--- src/rtl/adder_pkg.sv ---
// Shared types and helpers for the multi-cycle chunked adder.
// Holds the controller state encoding and the chunk-index width calculation.
package adder_pkg;

  typedef enum logic [1:0] {
    StIdle,
    StRun,
    StDone
  } adder_state_t;

  // A single-chunk configuration still needs a 1-bit index register.
  function automatic int unsigned idx_width(input int unsigned nchunk);
    return (nchunk > 1) ? $clog2(nchunk) : 1;
  endfunction

endpackage

--- src/rtl/fadd_chunk.sv ---
// Combinational CHUNK-bit ripple adder built from 1-bit full-adder cells.
// Also exposes the carry into its top bit so the caller can derive signed overflow.
module fadd_chunk #(
  parameter int unsigned CHUNK = 4
) (
  input  logic [CHUNK-1:0] a_c,
  input  logic [CHUNK-1:0] b_c,
  input  logic             cin,
  output logic [CHUNK-1:0] s,
  output logic             cout,
  output logic             c_msb
);

  logic [CHUNK:0] c;

  always_comb begin
    c    = '0;
    s    = '0;
    c[0] = cin;
    for (int i = 0; i < int'(CHUNK); i++) begin
      s[i]   = a_c[i] ^ b_c[i] ^ c[i];
      c[i+1] = (a_c[i] & b_c[i]) | (c[i] & (a_c[i] ^ b_c[i]));
    end
  end

  assign cout  = c[CHUNK];
  assign c_msb = c[CHUNK-1];

endmodule

--- src/rtl/chunked_adder.sv ---
// Multi-cycle WIDTH-bit adder that resolves CHUNK bits per clock with a registered carry.
// Valid/ready on both sides; handshake outputs decode registered state only.
module chunked_adder
  import adder_pkg::*;
#(
  parameter int unsigned WIDTH = 16,
  parameter int unsigned CHUNK = 4
) (
  input  logic             clk,
  input  logic             rst,
  input  logic             in_valid,
  output logic             in_ready,
  input  logic [WIDTH-1:0] a,
  input  logic [WIDTH-1:0] b,
  input  logic             carry_in,
  output logic             out_valid,
  input  logic             out_ready,
  output logic [WIDTH-1:0] sum,
  output logic             carry_out,
  output logic             overflow
);

  localparam int unsigned NChunk = WIDTH / CHUNK;
  localparam int unsigned IdxW   = idx_width(NChunk);
  localparam logic [IdxW-1:0] LastIdx = IdxW'(NChunk - 1);
  localparam logic [WIDTH-1:0] ChunkMask = WIDTH'({CHUNK{1'b1}});

  if (WIDTH < 2) begin : g_bad_width
    $error("chunked_adder: WIDTH must be at least 2");
  end
  if ((CHUNK == 0) || ((WIDTH % CHUNK) != 0)) begin : g_bad_chunk
    $error("chunked_adder: CHUNK must divide WIDTH exactly");
  end

  adder_state_t    state_q;
  logic [IdxW-1:0] idx_q;
  logic [WIDTH-1:0] a_q, b_q, sum_q;
  logic            carry_q, carry_out_q, overflow_q;

  logic [31:0]      off;
  logic [WIDTH-1:0] a_shift, b_shift, sum_next;
  logic [CHUNK-1:0] a_chunk, b_chunk, s_chunk;
  logic             chunk_cout, chunk_cmsb;

  // Bit offset of the chunk currently being resolved.
  assign off     = 32'(idx_q) * CHUNK;
  assign a_shift = a_q >> off;
  assign b_shift = b_q >> off;
  assign a_chunk = a_shift[CHUNK-1:0];
  assign b_chunk = b_shift[CHUNK-1:0];

  fadd_chunk #(
    .CHUNK (CHUNK)
  ) u_fadd_chunk (
    .a_c   (a_chunk),
    .b_c   (b_chunk),
    .cin   (carry_q),
    .s     (s_chunk),
    .cout  (chunk_cout),
    .c_msb (chunk_cmsb)
  );

  // Merge the fresh chunk into the accumulated sum, leaving other chunks untouched.
  assign sum_next = (sum_q & ~(ChunkMask << off)) | (WIDTH'(s_chunk) << off);

  always_ff @(posedge clk) begin
    if (rst) begin
      state_q     <= StIdle;
      idx_q       <= '0;
      a_q         <= '0;
      b_q         <= '0;
      carry_q     <= 1'b0;
      sum_q       <= '0;
      carry_out_q <= 1'b0;
      overflow_q  <= 1'b0;
    end else begin
      case (state_q)
        StIdle: begin
          if (in_valid) begin
            a_q     <= a;
            b_q     <= b;
            carry_q <= carry_in;
            idx_q   <= '0;
            state_q <= StRun;
          end
        end
        StRun: begin
          sum_q   <= sum_next;
          carry_q <= chunk_cout;
          if (idx_q == LastIdx) begin
            carry_out_q <= chunk_cout;
            overflow_q  <= chunk_cmsb ^ chunk_cout;
            idx_q       <= '0;
            state_q     <= StDone;
          end else begin
            idx_q <= idx_q + IdxW'(1);
          end
        end
        StDone: begin
          if (out_ready) begin
            state_q <= StIdle;
          end
        end
        default: state_q <= StIdle;
      endcase
    end
  end

  assign in_ready  = (state_q == StIdle);
  assign out_valid = (state_q == StDone);
  assign sum       = sum_q;
  assign carry_out = carry_out_q;
  assign overflow  = overflow_q;

endmodule
--- config.mk ---
export PLATFORM = sky130hd
export DESIGN_NAME = chunked_adder
export DESIGN_NICKNAME = d
export VERILOG_FILES = /design/src/rtl/adder_pkg.sv /design/src/rtl/fadd_chunk.sv /design/src/rtl/chunked_adder.sv
export SDC_FILE = /design/constraint.sdc
export NUM_CORES = 1
export LEC_CHECK = 0
export CAP_MARGIN = 20
export CORE_UTILIZATION = 50
export DETAILED_ROUTE_END_ITERATION = 12
export GPL_TIMING_DRIVEN = 0
export PLACE_DENSITY = 0.8
export SKIP_CTS_REPAIR_TIMING = 1
export SLEW_MARGIN = 25
export SYNTH_ARGS = -nofsm -noshare
export SYNTH_HDL_FRONTEND = slang
export SYNTH_SLANG_ARGS = --single-unit
--- constraint.sdc ---
create_clock -name clk -period 3.4 [get_ports clk]
set_clock_uncertainty 0.1 [all_clocks]
set_input_delay 0.51 -clock clk [delete_from_list [all_inputs] [get_ports clk]]
set_output_delay 0.51 -clock clk [all_outputs]
set_load 0.01 [all_outputs]
==> results of run 1 <==
final cells by class:
type / instances / area (µm²) / share of cell area [%]
clock buffer: 5 / 68.82 / 2.128
sequential: 55 / 1101 / 34.06
inverter: 11 / 41.29 / 1.277
tap: 67 / 83.83 / 2.593
buffer: 18 / 111.4 / 3.444
timing repair buffer: 55 / 550.5 / 17.03
multi-input combinational: 147 / 1230 / 38.04
clock inverter: 3 / 46.29 / 1.432
metal layers:
metal  up-vias  GRT usage [%]  routed length, µm
met5         -              0                  0
met4         0          10.68                131
met2        52          34.37               2516
met1       908          27.05               2344
li1        931              -                  -
met3        13          5.556                223
state kept, by name, summed over array words and instances (netlist names):
signal / flops
sum: 16
carry_q: 1
overflow: 1
b_q: 16
a_q: 16
carry_out: 1
idx_q: 2
state_q: 2
layout by cell type (no fill, tap or decap), types with 2 or more instances in the layout:
master           Yosys  routed
nand4bb_1            2       2
nand2_1              2       2
a21oi_1              4       4
mux4_2               3       3
dfxtp_1             55      55
buf_2                5       5
mux2i_1             33      33
inv_1               11      11
nor2_1              52      52
a2bb2oi_1            8       8
clkdlybuf4s50_1      0      55
mux4_1               5       5
buf_4                2       2
buf_6                4       4
nor2b_1              2       2
clkbuf_8             0       5
ha_1                 4       4
fa_1                 4       4
clkbuf_1             6       6
nand3b_1             4       4
a22oi_1              9       9
through the flow:
step,util [%],hold slack (ns),std cells
floorplan,-,0.3514,231
global placement,65.58,0.3451,353
detailed placement,65.58,0.3566,353
CTS,68.00,0.3701,361
global route,68.00,0.4060,361
finish,68.00,0.3711,361
power by group through the flow:
stage	logic [mW]	clock network (mW)	registers [mW]
CTS	0.234	0.451	0.691
detailed placement	0.233	0	0.706
finish	0.234	0.444	0.691
floorplan	0.145	0	0.704
global placement	0.230	0	0.705
global route	0.254	0.480	0.695
worst min-delay path, cell delays in order (launching register included):
cell	delay [ns]
dfxtp_1	0.32
nand2_1	0.05
a21oi_1	0.05
how the worst max path moves through the flow:
stage / from / to
4_1_cts: idx_q[1] / sum[3]
5_1_grt: idx_q[1] / sum[3]
3_5_place_dp: idx_q[1] / sum[3]
2_1_floorplan: idx_q[1] / sum[11]
6_report: idx_q[1] / sum[3]
3_3_place_gp: idx_q[1] / sum[15]
kinds of logic (layout without fill, tap and decap cells):
group | count (synthesis) | in the layout | share of synthesized area [%]
compound gates | 24 | 24 | 7.355
xor+xnor | 1 | 1 | 0.3527
fa+ha+maj | 8 | 8 | 5.240
buf+inv | 29 | 92 | 6.145
flops | 55 | 55 | 44.33
mux | 41 | 41 | 21.31
simple gates | 73 | 73 | 15.26
==> metrics.txt, run 1 <==
# IOs=57; unrepaired setup endpoints after global routing=false; sum of routed wire length over all layers=5216 µm; CTS tree=done; clock network power share=32.4%; CTS sink count=55; Longest Clk Path Bufs=2; global-route wire length before repair=8418 µm; FMAX=0.3109 GHz; Slew Limit Fails=0; setup TNS=0 ns; Final Hold Viols=0; r2r setup slk=0.18 ns; cell taking the most area after synthesis=dfxtp_1; H-tree depth=2; number of fill cells=408; final worst-path cycle share=94.60%; Final setup viols=0; Post-Syn Nets=276; Synth warnings=0; IR drop worst, VDD=290.0 µV; Routed Antenna Nets=0; Clock Root Buffer=clkbuf_8; cell repeated most along the worst path=fa_1; initial antenna violation count=0; PD cells=423.6 nW/µm²; Hold Path Sink=carry_out; Vias=1,904; total power=1.369 mW; Least-Margin Pin Slew=0.5152 ns; Avg Cell Area, Syn=10.75 µm²; sequential fraction of the synthesis area=44.33%; starting DRC count in detailed routing=149; most common cell in the netlist=dfxtp_1; Detailed Place HPWL=3798 µm; routed vias/inst=5.274; Core Box Area=4755 µm²; CP Capture Type=flop; family with the most delay on the worst path=adder cells; Placer Congestion=0.7923; hold wc startpoint=carry_out; WHS Path Cells=2; Slew HR=65.65%; Skew-Pair Late Insertion Delay=0.32 ns; post-route minimum period=3.216 ns; row count=25; Reg power frac=50.5%; RR Startpoint=idx_q[1]; vias in the first global route=1,780; post-layout net count=338; Hold Crit Class=reg2reg; CP startpoint kind=flop; worst r2r dst=sum[3]; Synth Flop Type=dfxtp_1; Reg clk slew, reported paths=0.09 ns; Initial Util=52.24%; Post-Syn Area=2484 µm²; CTS Buf Count=5; Synth top cells by count=dfxtp_1, nor2_1, mux2i_1; slowest stage delay, CP=0.53 ns; share of layout cells above drive strength 1=8.844%; Die X-Extent=72.48 µm; diodes inserted=0; worst path arrival time=3.31 ns; Post-synth EDFFs=0; post-place setup slack=0.2391 ns; MaxCap Viol Count=0; slack of the critical path=0.1836 ns; Residual DRC=0; Pint=1.029 mW; Initial DRT Pass Iterations=4; I/O Buffers=55; R2R cell count=11; Crit Path Max Fanout=10; CP Buf/Inv Count=4; post-synth cell types=35; CP required=3.49 ns; FF+latch count, synth=55; status=completed; Comb pwr share=17.1%; Yosys top cell area share=44.33%; CP Depth=11; Sw Pwr=0.3400 mW; final instance area=3233 µm²; placed inst area=3118 µm²; Worst Setup Path Type=reg2reg; drt wl/cell=14.45 µm; die area=5253 µm²; largest net degree at the start of global routing=19; ranking of synthesized cells by area=dfxtp_1, mux2i_1, nor2_1, mux4_1, fa_1; Leak=1.269 nW; chip height=72.48 µm; grt ovf=0; Global Route Usage Sum=21.51%; Critical-path top delay cell=fa_1; worst path cell trace=buf_2, buf_2, mux4_1, inv_1, fa_1, fa_1, inv_1, fa_1, fa_1, a22oi_1, nor2_1; sw frac=24.83%; Syn Inst Count=231; synth-to-layout area growth=30.18%; Async SR Flop Fraction=0%
No activity file was read; power rests on OpenSTA's default activity.
==> run 2, diff against run 1 <==
Settings changed: CORE_MARGIN set to 5.
Clock period 3.4 ns to 3.8 ns, I/O delays scaled along.
==> run 2 against run 1 <==
Effect of this change: count of clock-buffer cells in the layout increased by 1; largest power group unchanged; critical path depth unchanged; register-to-register slack better by 0.44 ns; global-route usage decreased by 3.9 points; clock power increased by 0.9%; largest cell class unchanged; first-iteration DRC count is 45% lower; wire length up 2.8%; combinational power decreased by 11%; sequential power fell by 10%; sequential share of layout area decreased by 0.18 points.
==> metrics.txt, run 2 (synthesis results as in run 1) <==
CP Capture Type=flop; CTS Buf Count=5; FMAX=0.3144 GHz; R2R cell count=11; final worst-path cycle share=83.70%; Fin Hold WS=0.3585 ns; placed inst area=3118 µm²; Final setup viols=0; CP required=3.88 ns; PD cells=392.4 nW/µm²; Least-Margin Pin Slew=0.5012 ns; Layout Cells excl Fill=361; final instance area=3251 µm²; MaxCap Viol Count=0; routed vias/inst=5.163; Placer Congestion=0.8151; Die X-Extent=80.48 µm; CTS tree=done; I/O Buffers=55; Hold Crit Class=reg2reg; setup TNS=0 ns; WHS Path Cells=2; Initial DRT Pass Iterations=4; sum of routed wire length over all layers=5363 µm; # IOs=57; Global Route Usage Sum=17.56%; Detailed Place HPWL=4041 µm; CP startpoint kind=flop; Skew-Pair Late Insertion Delay=0.31 ns; Core Box Area=4786 µm²; Longest Clk Path Bufs=2; IR drop worst, VDD=273.1 µV; Residual DRC=0; Clock Root Buffer=clkbuf_8; global-route wire length before repair=8604 µm; Routed Antenna Nets=0; grt ovf=0; Crit Path Max Fanout=10; Final Hold Viols=0; diodes inserted=0; CTS sink count=55; drt wl/cell=14.86 µm; Leak=1.280 nW; post-route minimum period=3.181 ns; Initial Util=51.90%; Vias=1,864; vias in the first global route=1,791; initial antenna violation count=0; post-layout net count=338; row count=25; Slew Limit Fails=0; synth-to-layout area growth=30.88%; largest net degree at the start of global routing=17; most frequent cells in the layout=dfxtp_1, clkdlybuf4s50_1, nor2_1, mux2i_1, inv_1; starting DRC count in detailed routing=82; number of placed instances, taps included=353; share of layout cells above drive strength 1=8.503%; Worst Setup Path Type=reg2reg; unrepaired setup endpoints after global routing=false; Reg clk slew, reported paths=0.09 ns; worst path arrival time=3.26 ns; die area=6477 µm²; H-tree depth=2; status=completed; Slew HR=66.59%; chip height=80.48 µm
[run 2: final cells by class]
cell class,instances,area [µm²]
multi-input combinational,147,1230
tap,67,83.83
sequential,55,1101
buffer,18,111.4
clock buffer,6,72.57
timing repair buffer,55,550.5
inverter,11,41.29
clock inverter,2,60.06
fill,391,1535
[run 2: path summary, 6_finish.rpt]
path / to / slack (ns) / start
worst max-delay path: sum[3] / 0.62 / idx_q[1]
worst min-delay path: carry_out / 0.36 / carry_out
worst min register to register: carry_out / 0.36 / carry_out
worst max register to register: sum[3] / 0.62 / idx_q[1]
[run 2: metal layers]
layer  share of wire (%)  up-vias  global-route usage, %
met4                 1.4        0                  5.743
li1                    -      928                      -
met5                   0        -                      0
met2                  48       50                  29.80
met1                  44      878                  21.78
met3                 5.9        8                  4.260
[run 2: worst max-delay path, cell delays in order, from the launching register on]
cell and delay (ns):
dfxtp_1 0.36, buf_2 0.21, buf_2 0.29, mux4_1 0.20
inv_1 0.06, fa_1 0.40, fa_1 0.36, inv_1 0.07
fa_1 0.21, fa_1 0.52, a22oi_1 0.22, nor2_1 0.05
[run 2: through the flow]
| stage | utilization (%) | total power [mW] | setup WS, ns |
|---|---|---|---|
| final | 67.92 | 1.276 | 0.6194 |
| after floorplan | - | 0.7594 | 0.9728 |
| after global placement | 65.15 | 0.8366 | 0.6643 |
| after global routing | 67.92 | 1.332 | 0.3935 |
| after CTS | 67.92 | 1.288 | 0.6007 |
| after detailed placement | 65.15 | 0.8427 | 0.6196 |
[run 2: where the power goes]
part	internal, mW	switching (mW)	leakage [nW]
clock network	0.263	0.185	0.0654
registers	0.604	0.0141	0.449
logic	0.118	0.0911	0.765
